<file path="src/rtl/aes_package.sv">
// Shared AES stream-stage types: key geometry, job length width and key repeater FSM states.
package aes_package;

   localparam int AES_KEY_WORDS = 4;
   localparam int AES_LEN_WIDTH = 11;

   typedef logic [31:0] aes_word_t;

   typedef enum logic [1:0] {
      IDLE   = 2'd0,
      LOAD   = 2'd1,
      STREAM = 2'd2,
      DONE   = 2'd3
   } aes_key_rep_state_t;

endpackage

</file>
<file path="src/rtl/aes_key_repeater.sv">
// Captures one AES key per job from the key stream and replays it cyclically for len words.
// Optional AES_KEY_REUSE_EN: reuse_key_i lets a job skip LOAD when a key is already held.
module aes_key_repeater
   import aes_package::*;
#(
   parameter int DATA_WIDTH = 32,
   parameter int KEY_WORDS  = AES_KEY_WORDS,
   parameter int LEN_WIDTH  = AES_LEN_WIDTH
) (
   input  logic                  clk_i,
   input  logic                  rst_ni,
   input  logic                  clear_i,
   input  logic                  start_i,
   input  logic [LEN_WIDTH-1:0]  len_i,
`ifdef AES_KEY_REUSE_EN
   input  logic                  reuse_key_i,
`endif
   input  logic                  key_i_valid,
   input  logic [DATA_WIDTH-1:0] key_i_data,
   output logic                  key_i_ready,
   output logic                  key_o_valid,
   output logic [DATA_WIDTH-1:0] key_o_data,
   input  logic                  key_o_ready,
   output logic                  busy_o,
   output logic                  done_o
);

   localparam int IDX_W = (KEY_WORDS > 1) ? $clog2(KEY_WORDS) : 1;
   localparam logic [IDX_W-1:0] LAST_IDX = IDX_W'(KEY_WORDS - 1);

   aes_key_rep_state_t state_q, state_d;

   logic [DATA_WIDTH-1:0] key_q [KEY_WORDS];
   logic [IDX_W-1:0]      load_idx_q, emit_idx_q;
   logic [LEN_WIDTH-1:0]  rem_q;

   logic in_hs, out_hs, load_last, stream_last, job_go, reuse_go;

   assign in_hs       = key_i_valid & key_i_ready;
   assign out_hs      = key_o_valid & key_o_ready;
   assign load_last   = in_hs && (load_idx_q == LAST_IDX);
   assign stream_last = out_hs && (rem_q == LEN_WIDTH'(1));
   assign job_go      = (state_q == IDLE) && start_i;

`ifdef AES_KEY_REUSE_EN
   logic key_valid_q;

   always_ff @(posedge clk_i or negedge rst_ni) begin
      if (!rst_ni)        key_valid_q <= 1'b0;
      else if (clear_i)   key_valid_q <= 1'b0;
      else if (load_last) key_valid_q <= 1'b1;
   end

   assign reuse_go = reuse_key_i & key_valid_q;
`else
   assign reuse_go = 1'b0;
`endif

   always_ff @(posedge clk_i or negedge rst_ni) begin
      if (!rst_ni) state_q <= IDLE;
      else         state_q <= state_d;
   end

   always_comb begin
      state_d = state_q;
      unique case (state_q)
         IDLE: begin
            if (start_i) begin
               if (len_i == '0)   state_d = DONE;
               else if (reuse_go) state_d = STREAM;
               else               state_d = LOAD;
            end
         end
         LOAD:    if (load_last)   state_d = STREAM;
         STREAM:  if (stream_last) state_d = DONE;
         DONE:    state_d = IDLE;
         default: state_d = IDLE;
      endcase
      // Soft clear beats start and any handshake landing in the same cycle.
      if (clear_i) state_d = IDLE;
   end

   always_ff @(posedge clk_i or negedge rst_ni) begin
      if (!rst_ni) begin
         for (int i = 0; i < KEY_WORDS; i++) key_q[i] <= '0;
         load_idx_q <= '0;
         emit_idx_q <= '0;
         rem_q      <= '0;
      end else if (clear_i) begin
         for (int i = 0; i < KEY_WORDS; i++) key_q[i] <= '0;
         load_idx_q <= '0;
         emit_idx_q <= '0;
         rem_q      <= '0;
      end else begin
         // Indices restart every job so a reused key always replays from word 0.
         if (job_go) begin
            rem_q      <= len_i;
            load_idx_q <= '0;
            emit_idx_q <= '0;
         end
         if (in_hs) begin
            key_q[load_idx_q] <= key_i_data;
            load_idx_q        <= load_idx_q + 1'b1;
         end
         if (out_hs) begin
            emit_idx_q <= emit_idx_q + 1'b1;
            rem_q      <= rem_q - 1'b1;
         end
      end
   end

   assign key_i_ready = (state_q == LOAD);
   assign key_o_valid = (state_q == STREAM);
   assign key_o_data  = key_o_valid ? key_q[emit_idx_q] : '0;
   assign busy_o      = (state_q != IDLE);
   assign done_o      = (state_q == DONE);

endmodule

</file>
<file path="config.mk">
export PLATFORM = sky130hd
export DESIGN_NAME = aes_key_repeater
export DESIGN_NICKNAME = d
export VERILOG_FILES = /design/src/rtl/aes_package.sv /design/src/rtl/aes_key_repeater.sv
export SDC_FILE = /design/constraint.sdc
export NUM_CORES = 1
export LEC_CHECK = 0
export ABC_AREA = 1
export BUFFER_PORTS_ARGS = -buffer_cell sky130_fd_sc_hd__buf_4
export CORE_UTILIZATION = 35
export CTS_CLUSTER_SIZE = 20
export DETAILED_ROUTE_END_ITERATION = 8
export SLEW_MARGIN = 20
export SYNTH_ARGS = -nofsm -noshare
export SYNTH_HDL_FRONTEND = slang
export SYNTH_SLANG_ARGS = --single-unit
</file>
<file path="constraint.sdc">
create_clock -name clk_i -period 1.6 [get_ports clk_i]
set_input_delay 0.08 -clock clk_i [delete_from_list [all_inputs] [get_ports clk_i]]
set_output_delay 0.08 -clock clk_i [all_outputs]
set_load 0.01 [all_outputs]
</file>
==> summary.md, run 1 <==
| Metric | Value |
|---|---|
| Outcome | finished, violations left |
| Violations in the final reports | negative setup slack |
| WP data required | about 1.5 ns |
| Total clock buffers created by CTS | 17 |
| Via count of the first global-routing pass | between 6000 and 7000 |
| Wire length of the first global-routing pass | around 33000 µm |
| Leading post-synthesis cells by cell area | sky130_fd_sc_hd__dfrtp_1 51%, sky130_fd_sc_hd__a21oi_1 7.1%, sky130_fd_sc_hd__o21ai_0 6.4%, sky130_fd_sc_hd__o22ai_1 5.9%, sky130_fd_sc_hd__nand3_1 5.2% |
| Flop-to-flop setup slack | -0.10 ns |
| Data arrival at the endpoint of the critical path | around 1.8 ns |
| Part of the power in combinational logic | 0.348 |
| Congestion Overflow GR | 0 |
| Clock slew at reported path FFs | approximately 0.060 ns |
| Number of rows in the core area | 51 |
| Crit-path slowest cell | sky130_fd_sc_hd__dfrtp_2 |
| Violation count after the first detailed-routing iteration | about 470 |
| Final cell count without fillers | roughly 1200 |
| CP Launch Type | register |
| FF-to-FF path depth | 11 |
| Die W | around 140 µm |
| Instance count after placement with tap cells included | approximately 1200 |
| Die Height | around 140 µm |
| Stages on worst setup path | 6 |
| Startpoint of the lowest-slack register-to-register path | state_q[0]$_DFFE_PN0P_ |
| Critical path cell sequence | buf_12 > buf_16 > a21oi_2 > o21ai_1 > a21oi_1 > buf_4 |
| Final critical path time including I/O delays and setup | 1.84 ns |
| Tightest slew margin relative to the limit | 0.683 |
| Drt via density | 5.45 |
| Final hold vios | 0 |
| Fraction of power consumed by sequential logic | 0.317 |
| Synth Area per Inst | around 8.5 µm² |
| Largest net degree at the start of global routing | 65 |
| Final HPWL DP | roughly 12000 µm |
| Ratio of cells with drive above 1 in the final layout | 0.402 |
| Utilization of the core after routing | 0.549 |
| Destination of the worst register-to-register timing path | key_q[17]$_DFFE_PN0P_ |
| Switch share | 0.339 |
| Area Growth Syn to Fin | 52.6% |
| CTS tree | yes |
| Worst clock skew | 0.0117 ns |
| Crit share post-route | 1.15 |
| Pin slew with the least headroom to its limit | roughly 0.48 ns |
| Overall via count from detail_route | a little under 7000 |
| Worst Setup SP | emit_idx_q[0]$_DFFE_PN0P_ |
| Hold Path Class | input pin to register |
| Clock Tree Buf Depth | 2 |
| Total number of clock tree sinks | between 100 and 150 |
| Count of endpoints failing setup in the final report | approximately 160 |
| Layout Nets | around 1000 |
| Post-synthesis cell type count | 27 |
| Clk pwr share | 0.334 |
| Post-route setup slack | -0.241 ns |
| Leakage | between 4 and 5 nW |
| Antenna diode instance count | 0 |
| Family with the most delay on the worst path | buffers and inverters |
| Max-cap violations | 0 |
| Post-detailed-route count of antenna-violating nets | 0 |
| H-tree levels | 4 |
| Buffers & Inverters on Critical Path | 3 |
| Worst-case vdd ir drop | approximately 680 µV |
| Setup repair after global routing missed its margin | yes |
| Type of the setup path with the least slack | register to primary output |
| Worst setup path end | key_o_data[6] |
| Synthesized Nets | 886 |
| Register area share after synthesis | 0.513 |
| Count of warnings emitted by yosys | 0 |
| Routed wire per std cell | 19.6 µm |
| DRT Pass-1 Iters | 6 |
| Nature of the critical path endpoint | primary output |
| Number of synthesized register bits | 145 |
| Routed wire length | roughly 24000 µm |
| Number of cells produced by synthesis | roughly 830 |
| Final count of pins violating max slew | 0 |
| Switching power total | ~4.4 mW |
| Setup total negative slack | -11.27 ns |
| Worst-Skew Late Latency | 0.43 ns |
| Dpl ws | -0.0213 ns |
| Starting Density | 0.360 |
| Number of primary I/O pins | 85 |
| Port-buffer cells | 84 |
| Placeable core region | slightly below 20000 µm² |
| CTS root buffer | sky130_fd_sc_hd__clkbuf_16 |
| Post-synth top area cell | sky130_fd_sc_hd__dfrtp_1 |
| Initial antenna violation count | 0 |
| Drt drc | 0 |
| Post-synthesis instance area | just over 7000 µm² |
| Top-area cell type share of the netlist area | 0.513 |
| Highest net fanout along the worst path | 7 |
| Max incr delay on CP | approximately 0.45 ns |
| Total GRT Usage | 0.206 |
| P_int | around 8.5 mW |
| Placer Congestion | 0.847 |
| Tot Pwr | about 13 mW |
| Upper clock frequency limit | between 500 and 600 MHz |
| Total die area | 20800 µm² |
| PD cells | 1200 nW/µm² |
[how the worst min path moves through the flow]
stage / startpoint / to / slack (ns) / depth (start not counted)
after floorplan: rst_ni / emit_idx_q[0]$_DFFE_PN0P_ / -0.22 / 0
after global placement: rst_ni / key_q[26]$_DFFE_PN0P_ / 0.05 / 1
after detailed placement: rst_ni / key_q[26]$_DFFE_PN0P_ / 0.05 / 1
after CTS: key_i_data[28] / key_q[28]$_DFFE_PN0P_ / 0.0006 / 3
after global routing: key_i_data[31] / key_q[127]$_DFFE_PN0P_ / 0.02 / 3
final: key_i_data[10] / key_q[10]$_DFFE_PN0P_ / 0.01 / 3
[power groups by stage]
stage	Sequential [mW]	Combinational (mW)	Clock (mW)
floorplan	4.08	1.83	0
global placement	4.13	2.98	0
detailed placement	4.13	3.00	0
CTS	4.07	3.47	4.35
global route	4.12	4.82	4.53
finish	4.10	4.50	4.32
[worst register-to-register path, delay by kind of cell, from the launching register on]
family,cells,cell delay [ns]
buffers and inverters,6,0.76
DFF,1,0.40
and+or+nand+nor,3,0.21
adders and majority gates,1,0.17
AOI/OAI and AO/OA,1,0.08
[state kept, by name, summed over array words and instances (netlist names)]
register / count
key_q: 128
emit_idx_q: 2
state_q: 2
rem_q: 11
load_idx_q: 2
[cell type report]
class / instances / area [µm²]
clock buffers: 17 / 425
fillers: 1753 / 8870
inverters: 91 / 362
flip-flops and latches: 145 / 3630
well taps: 265 / 332
repair buffers: 179 / 2040
multi-input cells: 529 / 3790
clock inverters: 15 / 206
[cells by family after synthesis]
| group | count (synthesis) | share of synthesized area |
|---|---|---|
| AOI/OAI and AO/OA | 311 | 0.234 |
| buffers and inverters | 154 | 0.104 |
| adders and majority gates | 10 | 0.0177 |
| xor gates and xnor gates | 4 | 0.00496 |
| DFF | 145 | 0.513 |
| and+or+nand+nor | 203 | 0.126 |
[repair_timing]
item | in CTS | in global routing
buffers inserted | 3 | 10
pin swaps | 33 | 33
hold buffers | 20 | 0
resized for setup | 73 | 250
setup endpoints to repair | 34 | 132
cloned | 3 | 17
hold endpoints to repair | 141 | 0
[synth_stat cells]
cell                       number
sky130_fd_sc_hd__clkbuf_1      15
sky130_fd_sc_hd__nand2_1       80
sky130_fd_sc_hd__o21ai_2        1
sky130_fd_sc_hd__inv_2          4
sky130_fd_sc_hd__nand2_2        5
sky130_fd_sc_hd__nand3_4        1
sky130_fd_sc_hd__nand3_1       74
sky130_fd_sc_hd__o22ai_1       67
sky130_fd_sc_hd__o31ai_1        1
sky130_fd_sc_hd__buf_6         13
sky130_fd_sc_hd__o21ai_0       90
sky130_fd_sc_hd__xor2_1         3
sky130_fd_sc_hd__o21bai_1       1
sky130_fd_sc_hd__xnor2_1        1
sky130_fd_sc_hd__nor2_2         3
sky130_fd_sc_hd__dfrtp_1      145
sky130_fd_sc_hd__o211ai_1       1
sky130_fd_sc_hd__o21ai_1       50
sky130_fd_sc_hd__or2_1          1
sky130_fd_sc_hd__buf_4          6
sky130_fd_sc_hd__a21oi_1      100
sky130_fd_sc_hd__buf_2         27
sky130_fd_sc_hd__nor3_1         2
sky130_fd_sc_hd__clkbuf_2       2
sky130_fd_sc_hd__nor2_1        37
sky130_fd_sc_hd__ha_1          10
sky130_fd_sc_hd__inv_1         87
[metrics by stage]
step / cell area [µm²] / hold WS (ns)
after detailed placement: 8170 / 0.0473
after CTS: 9290 / 0.000622
after floorplan: 7070 / -0.216
final: 10800 / 0.0133
after global placement: 8170 / 0.0509
after global routing: 10800 / 0.0195
[routing by layer]
| layer | wire, µm | vias up | global-route usage |
|---|---|---|---|
| li1 | - | 3110 | - |
| met2 | 11500 | 245 | 0.323 |
| met1 | 10800 | 3368 | 0.282 |
| met5 | 0 | - | 0 |
| met4 | 464 | 0 | 0.0633 |
| met3 | 1510 | 38 | 0.0474 |
[layout by cell type (no fill, tap or decap), types with 5 or more instances in the layout]
master / n
sky130_fd_sc_hd__dfrtp_1: 144
sky130_fd_sc_hd__buf_4: 102
sky130_fd_sc_hd__inv_1: 83
sky130_fd_sc_hd__o21ai_1: 81
sky130_fd_sc_hd__nand2_1: 77
sky130_fd_sc_hd__a21oi_1: 57
sky130_fd_sc_hd__o22ai_2: 46
sky130_fd_sc_hd__nand3_2: 46
sky130_fd_sc_hd__a21oi_2: 37
sky130_fd_sc_hd__nor2_1: 36
sky130_fd_sc_hd__o21ai_2: 33
sky130_fd_sc_hd__clkbuf_16: 30
sky130_fd_sc_hd__o21ai_0: 26
sky130_fd_sc_hd__nand3_1: 26
sky130_fd_sc_hd__dlygate4sd3_1: 20
sky130_fd_sc_hd__o22ai_1: 19
sky130_fd_sc_hd__buf_12: 19
sky130_fd_sc_hd__buf_6: 14
sky130_fd_sc_hd__nand2_8: 7
sky130_fd_sc_hd__buf_8: 7
sky130_fd_sc_hd__a21oi_4: 6
sky130_fd_sc_hd__ha_1: 5
(Power assumes the default switching activity.)
==> run 2: changes to the inputs <==
--- a/config.mk
+++ b/config.mk
@@ -10,7 +10,8 @@
 export CORE_UTILIZATION = 35
 export CTS_CLUSTER_SIZE = 20
 export DETAILED_ROUTE_END_ITERATION = 8
-export SLEW_MARGIN = 20
+export RECOVER_POWER = 100
+export SLEW_MARGIN = 0
 export SYNTH_ARGS = -nofsm -noshare
 export SYNTH_HDL_FRONTEND = slang
 export SYNTH_SLANG_ARGS = --single-unit
==> summary.md, run 2 (same netlist as run 1, synthesis figures left out) <==
| Metric | Value |
|---|---|
| Outcome | finished, violations left |
| Violations in the final reports | negative setup slack |
| Congestion Overflow GR | 0 (unchanged) |
| FF-to-FF path depth | 10 (-1) |
| Registers with the most flip-flops | key_q x128, rem_q x11 |
| Overall via count from detail_route | 6764 (+0.044%) |
| Routed wire length | 24300 µm (about the same) |
| Clock Tree Buf Depth | 2 (unchanged) |
| Drt via density | 5.45 (about the same) |
| Final critical path time including I/O delays and setup | 1.84 ns (+0.000557 ns) |
| Wire length of the first global-routing pass | 32900 µm (unchanged) |
| Placeable core region | 19700 µm² (unchanged) |
| Largest net degree at the start of global routing | 65 (unchanged) |
| PD cells | 1200 nW/µm² (about the same) |
| Worst Setup SP | emit_idx_q[0]$_DFFE_PN0P_ |
| Worst-case vdd ir drop | 676 µV (-0.28%) |
| Die Height | 144 µm (unchanged) |
| Hold Path Class | input pin to register |
| Placement-stage cell area | 8170 µm² (unchanged) |
| Most frequent standard cell in the layout excluding fill and tap cells | sky130_fd_sc_hd__dfrtp_1 |
| Placer Congestion | 0.847 (unchanged) |
| CTS root buffer | sky130_fd_sc_hd__clkbuf_16 |
| CP Launch Type | register |
| Count of endpoints failing setup in the final report | 164 (+3.1%) |
| Upper clock frequency limit | 543 MHz (about the same) |
| Setup repair after global routing missed its margin | yes |
| Port-buffer cells | 84 (unchanged) |
| Routed wire per std cell | 19.6 µm (about the same) |
| Total die area | 20800 µm² (unchanged) |
| Register with the highest flop count | key_q |
| Post-route setup slack | -0.241 ns (-0.000557 ns) |
| Drt drc | 0 (unchanged) |
| CTS tree | yes |
| Clk pwr share | 0.335 (about the same) |
| Total clock buffers created by CTS | 17 (unchanged) |
| Number of flip-flops in the largest register | 128 (unchanged) |
| Final cell count without fillers | 1241 (unchanged) |
| Layout Nets | 1022 (unchanged) |
| Highest net fanout along the worst path | 7 (unchanged) |
| Instance count after placement with tap cells included | 1157 (unchanged) |
| Setup total negative slack | -24.96 ns (-13.70 ns) |
| Crit share post-route | 1.15 (about the same) |
| Finished layout cell area | 10800 µm² (-0.29%) |
| Pin slew with the least headroom to its limit | 1.26 ns (+0.781 ns) |
| Tightest slew margin relative to the limit | 0.162 (-0.521) |
| Clock slew at reported path FFs | 0.06 ns (about the same) |
| Startpoint of the lowest-slack register-to-register path | state_q[0]$_DFFE_PN0P_ |
| WP data required | 1.52 ns (about the same) |
| Switching power total | 4.37 mW (-0.30%) |
| Ratio of cells with drive above 1 in the final layout | 0.401 (-0.00102) |
| Initial antenna violation count | 0 (unchanged) |
| Final count of pins violating max slew | 0 (unchanged) |
| Max-cap violations | 0 (unchanged) |
| Violation count after the first detailed-routing iteration | 444 (-5.1%) |
| Die W | 144 µm (unchanged) |
| P_int | 8.51 mW (-0.31%) |
| Via count of the first global-routing pass | 6374 (unchanged) |
| Total number of clock tree sinks | 145 (unchanged) |
| Dpl ws | -0.0213 ns (unchanged) |
| Worst-Skew Late Latency | 0.43 ns (about the same) |
| Number of rows in the core area | 51 (unchanged) |
| Worst clock skew | 0.0120 ns (+0.000262 ns) |
| Leakage | 4.41 nW (-0.22%) |
| DRT Pass-1 Iters | 5 (-1) |
| Fraction of power consumed by sequential logic | 0.318 (about the same) |
| Most used cells in the layout excluding fill and tap cells | 144 x sky130_fd_sc_hd__dfrtp_1, 99 x sky130_fd_sc_hd__buf_4, 83 x sky130_fd_sc_hd__inv_1 |
| Number of primary I/O pins | 85 (unchanged) |
| Data arrival at the endpoint of the critical path | 1.76 ns (about the same) |
| Utilization of the core after routing | 0.547 (-0.00159) |
| Cell depth of the worst hold path | 3 (unchanged) |
| Min Hold Slack | 0.0155 ns (+0.00226 ns) |
| Tot Pwr | 12.9 mW (-0.31%) |
| Critical hold path startpoint | key_i_data[10] |
| Antenna diode instance count | 0 (unchanged) |
| Starting Density | 0.360 (unchanged) |
| Final HPWL DP | 12100 µm (unchanged) |
| Total GRT Usage | 0.206 (unchanged) |
| Type of the setup path with the least slack | register to primary output |
| Nature of the critical path endpoint | primary output |
| H-tree levels | 4 (unchanged) |
| Part of the power in combinational logic | 0.346 (-0.002) |
| Switch share | 0.339 (about the same) |
| Area Growth Syn to Fin | 52.2% |
| Final hold vios | 0 (unchanged) |
| Post-detailed-route count of antenna-violating nets | 0 (unchanged) |
==> run 2: power by group through the flow <==
| stage | clock network [mW] | logic (mW) | registers (mW) |
|---|---|---|---|
| floorplan | 0 | 1.83 | 4.08 |
| detailed placement | 0 | 3.00 | 4.13 |
| global route | 4.53 | 4.78 | 4.13 |
| CTS | 4.35 | 3.47 | 4.07 |
| global placement | 0 | 2.98 | 4.13 |
| finish | 4.32 | 4.46 | 4.10 |
==> run 2: final timing paths <==
kind                                     endpoint  slack (ns)
setup / recovery                    key_o_data[6]       -0.24
hold / removal              key_q[10]$_DFFE_PN0P_        0.02
setup reg to reg            key_q[33]$_DFFE_PN0P_       -0.22
hold reg to reg             key_q[97]$_DFFE_PN0P_        0.52
max in group asynchronous  key_q[103]$_DFFE_PN0P_        0.22
min in group asynchronous   key_q[93]$_DFFE_PN0P_        0.45
==> run 2: timing repair <==
item | 4_1_cts | 5_1_grt
hold endpoints to repair | 141 | 0
resized for setup | 73 | 250
cloned | 3 | 17
endpoints found under the setup margin | 34 | 132
hold buffers | 20 | 0
pin swaps | 33 | 33
buffers inserted | 3 | 10
==> run 2: area by class of cell <==
cell class | count | area, µm²
fillers | 1756 | 8900
repair buffers | 179 | 2030
well taps | 265 | 332
flip-flops and latches | 145 | 3630
clock inverters | 15 | 206
multi-input cells | 529 | 3770
clock buffers | 17 | 425
inverters | 91 | 362
==> run 2: critical path, stage by stage (launching register included) <==
cell and delay, ns:
sky130_fd_sc_hd__dfrtp_2 0.45, sky130_fd_sc_hd__buf_12 0.17, sky130_fd_sc_hd__buf_16 0.15, sky130_fd_sc_hd__a21oi_2 0.14, sky130_fd_sc_hd__o21ai_1 0.08, sky130_fd_sc_hd__a21oi_1 0.19
sky130_fd_sc_hd__buf_4 0.15
==> run 2: per-layer routing <==
layer	up-vias	track usage	wire, µm
met5	-	0	0
met4	0	0.0633	457
met3	36	0.0474	1640
met2	251	0.323	11500
met1	3363	0.282	10700
li1	3114	-	-
==> run 3: changes to the inputs <==
--- a/config.mk
+++ b/config.mk
@@ -11,6 +11,7 @@
 export CTS_CLUSTER_SIZE = 20
 export DETAILED_ROUTE_END_ITERATION = 8
 export RECOVER_POWER = 100
+export SETUP_SLACK_MARGIN = 0.2
 export SLEW_MARGIN = 0
 export SYNTH_ARGS = -nofsm -noshare
 export SYNTH_HDL_FRONTEND = slang
==> summary.md, run 3 (same netlist as run 1, synthesis figures left out) <==
| Metric | Value |
|---|---|
| Number of flip-flops in the largest register | 128 (unchanged) |
| Antenna diode instance count | 0 (unchanged) |
| Registers with the most flip-flops | key_q x128, rem_q x11 |
| Worst-Skew Late Latency | 0.44 ns (about the same) |
| Nature of the critical path endpoint | primary output |
| Startpoint of the lowest-slack register-to-register path | state_q[1]$_DFFE_PN0P_ |
| Finished layout cell area | 11800 µm² (+9.2%) |
| Hold Path Class | input pin to register |
| Destination of the worst register-to-register timing path | key_q[118]$_DFFE_PN0P_ |
| Die W | 144 µm (unchanged) |
| Upper clock frequency limit | 535 MHz (-1.6%) |
| Highest net fanout along the worst path | 32 (+25) |
| Final critical path time including I/O delays and setup | 1.87 ns (+0.0293 ns) |
| CP Launch Type | register |
| Largest net degree at the start of global routing | 51 (-22%) |
| Critical path cell sequence | buf_12 > a21oi_1 > o21ai_1 > a21oi_4 > buf_4 |
| Setup repair after global routing missed its margin | yes |
| PD cells | 1160 nW/µm² (-3.3%) |
| Total GRT Usage | 0.271 (+0.0647) |
| Hold EP | rem_q[7]$_DFFE_PN0P_ |
| Max-cap violations | 0 (unchanged) |
| Placement-stage cell area | 8130 µm² (-0.58%) |
| Register with the highest flop count | key_q |
| Initial antenna violation count | 0 (unchanged) |
| Buffers & Inverters on Critical Path | 2 (-1) |
| CTS root buffer | sky130_fd_sc_hd__clkbuf_16 |
| Port-buffer cells | 84 (unchanged) |
| Clock Tree Buf Depth | 2 (unchanged) |
| Clock slew at reported path FFs | 0.07 ns (about the same) |
| Tot Pwr | 13.6 mW (+5.7%) |
| Most frequent standard cell in the layout excluding fill and tap cells | sky130_fd_sc_hd__dfrtp_1 |
| Crit share post-route | 1.17 (+0.0183) |
| Routed wire per std cell | 22.6 µm (+16%) |
| Outcome | finished, violations left |
| H-tree levels | 4 (unchanged) |
| Placeable core region | 19700 µm² (unchanged) |
| Data arrival at the endpoint of the critical path | 1.79 ns (+0.03 ns) |
| Number of primary I/O pins | 85 (unchanged) |
| Via count of the first global-routing pass | 7245 (+14%) |
| Layout Nets | 1039 (+1.7%) |
| Most used cells in the layout excluding fill and tap cells | 142 x sky130_fd_sc_hd__dfrtp_1, 95 x sky130_fd_sc_hd__buf_4, 81 x sky130_fd_sc_hd__inv_1 |
| Violation count after the first detailed-routing iteration | 555 (+25%) |
| Drt drc | 0 (unchanged) |
| Family with the most delay on the worst path | compound AO/OA/AOI/OAI gates |
| Starting Density | 0.360 (unchanged) |
| Tightest slew margin relative to the limit | 0.0297 (-0.133) |
| Die Height | 144 µm (unchanged) |
| Total number of clock tree sinks | 145 (unchanged) |
| Final hold vios | 1 (+1) |
| Placer Congestion | 0.782 (-7.6%) |
| Drt via density | 5.78 (+6.1%) |
| Count of endpoints failing setup in the final report | 169 (+3.0%) |
| Min Hold Slack | -0.0255 ns (-0.0411 ns) |
| Final count of pins violating max slew | 0 (unchanged) |
| Ratio of cells with drive above 1 in the final layout | 0.458 (+0.0576) |
| Number of rows in the core area | 51 (unchanged) |
| Leakage | 4.73 nW (+7.1%) |
| WP data required | 1.52 ns (about the same) |
| Area Growth Syn to Fin | 66.2% |
| Max incr delay on CP | 0.47 ns (+0.02 ns) |
| Final HPWL DP | 12000 µm (-1.1%) |
| Flop-to-flop setup slack | -0.20 ns (+0.02 ns) |
| Worst clock skew | 0.0152 ns (+0.00321 ns) |
| CTS tree | yes |
| Post-detailed-route count of antenna-violating nets | 0 (unchanged) |
| Crit-path slowest cell | sky130_fd_sc_hd__dfrtp_2 |
| Pin slew with the least headroom to its limit | 1.46 ns (+0.199 ns) |
| Type of the setup path with the least slack | register to primary output |
| FF-to-FF path depth | 11 (+1) |
| Wire length of the first global-routing pass | 41300 µm (+26%) |
| Total die area | 20800 µm² (unchanged) |
| Congestion Overflow GR | 0 (unchanged) |
| Total clock buffers created by CTS | 17 (unchanged) |
| Post-route setup slack | -0.271 ns (-0.0293 ns) |
| Critical hold path startpoint | len_i[7] |
| Routed wire length | 28500 µm (+17%) |
| DRT Pass-1 Iters | 5 (unchanged) |
| Overall via count from detail_route | 7272 (+7.5%) |
| Violations in the final reports | negative hold slack, negative setup slack |
| Worst-case vdd ir drop | 1000 µV (+48%) |
| Cell depth of the worst hold path | 5 (+2) |
## run 3: final cells by class
type	instances	area, µm²
inverters	91	385
clock buffers	23	478
fillers	1577	7900
flip-flops and latches	145	3630
clock inverters	9	203
repair buffers	196	2520
multi-input cells	529	4200
well taps	265	332
## run 3: worst min-delay path: stages
cell,delay [ns]
sky130_fd_sc_hd__buf_4,0.08
sky130_fd_sc_hd__nor2_1,0.04
sky130_fd_sc_hd__nor2_2,0.06
sky130_fd_sc_hd__nand2_1,0.06
sky130_fd_sc_hd__o21ai_2,0.05
## run 3: how the worst max path moves through the flow
stage               cells past startpoint               endpoint  slack, ns                 startpoint
finish                                  5         key_o_data[22]      -0.27  emit_idx_q[0]$_DFFE_PN0P_
global route                            5          key_o_data[8]      -0.30  emit_idx_q[0]$_DFFE_PN0P_
CTS                                     6          key_o_data[0]      -0.21  emit_idx_q[0]$_DFFE_PN0P_
detailed placement                      8  key_q[95]$_DFFE_PN0P_       0.07     state_q[1]$_DFFE_PN0P_
global placement                        9   rem_q[5]$_DFFE_PN0P_       0.08     state_q[0]$_DFFE_PN0P_
floorplan                               9  key_q[12]$_DFFE_PN0P_       0.19     state_q[1]$_DFFE_PN0P_
## run 3: power breakdown
part,switching (mW),internal [mW]
Combinational,2.74,2.07
Sequential,0.199,3.90
Clock,1.65,3.05
Total,4.59,9.03
## run 3: layer usage
layer | track usage | vias up | part of all wire
li1 | - | 3169 | -
met1 | 0.334 | 3620 | 0.39
met5 | 0 | - | 0
met3 | 0.0705 | 114 | 0.076
met4 | 0.128 | 0 | 0.051
met2 | 0.442 | 369 | 0.49
## run 3: stage by stage
step                      std cells  setup TNS, ns  setup WS, ns  utilization  hold slack [ns]
final                          1258         -19.16        -0.271        0.598          -0.0255
after global routing           1258         -31.69        -0.304        0.598           0.0133
after floorplan                 827              0         0.194            -           -0.216
after global placement         1149              0        0.0814        0.413           0.0730
after detailed placement       1149              0        0.0750        0.413           0.0773
after CTS                      1249          -7.24        -0.207        0.559          0.00583
## run 3: repair_timing
| action | 4_1_cts | 5_1_grt |
|---|---|---|
| endpoints found under the hold margin | 52 | 0 |
| hold buffers | 9 | 0 |
| resized for setup | 266 | 170 |
| setup endpoints to repair | 176 | 180 |
| buffers inserted | 31 | 8 |
| pin swaps | 15 | 21 |
| gates cloned | 28 | 1 |
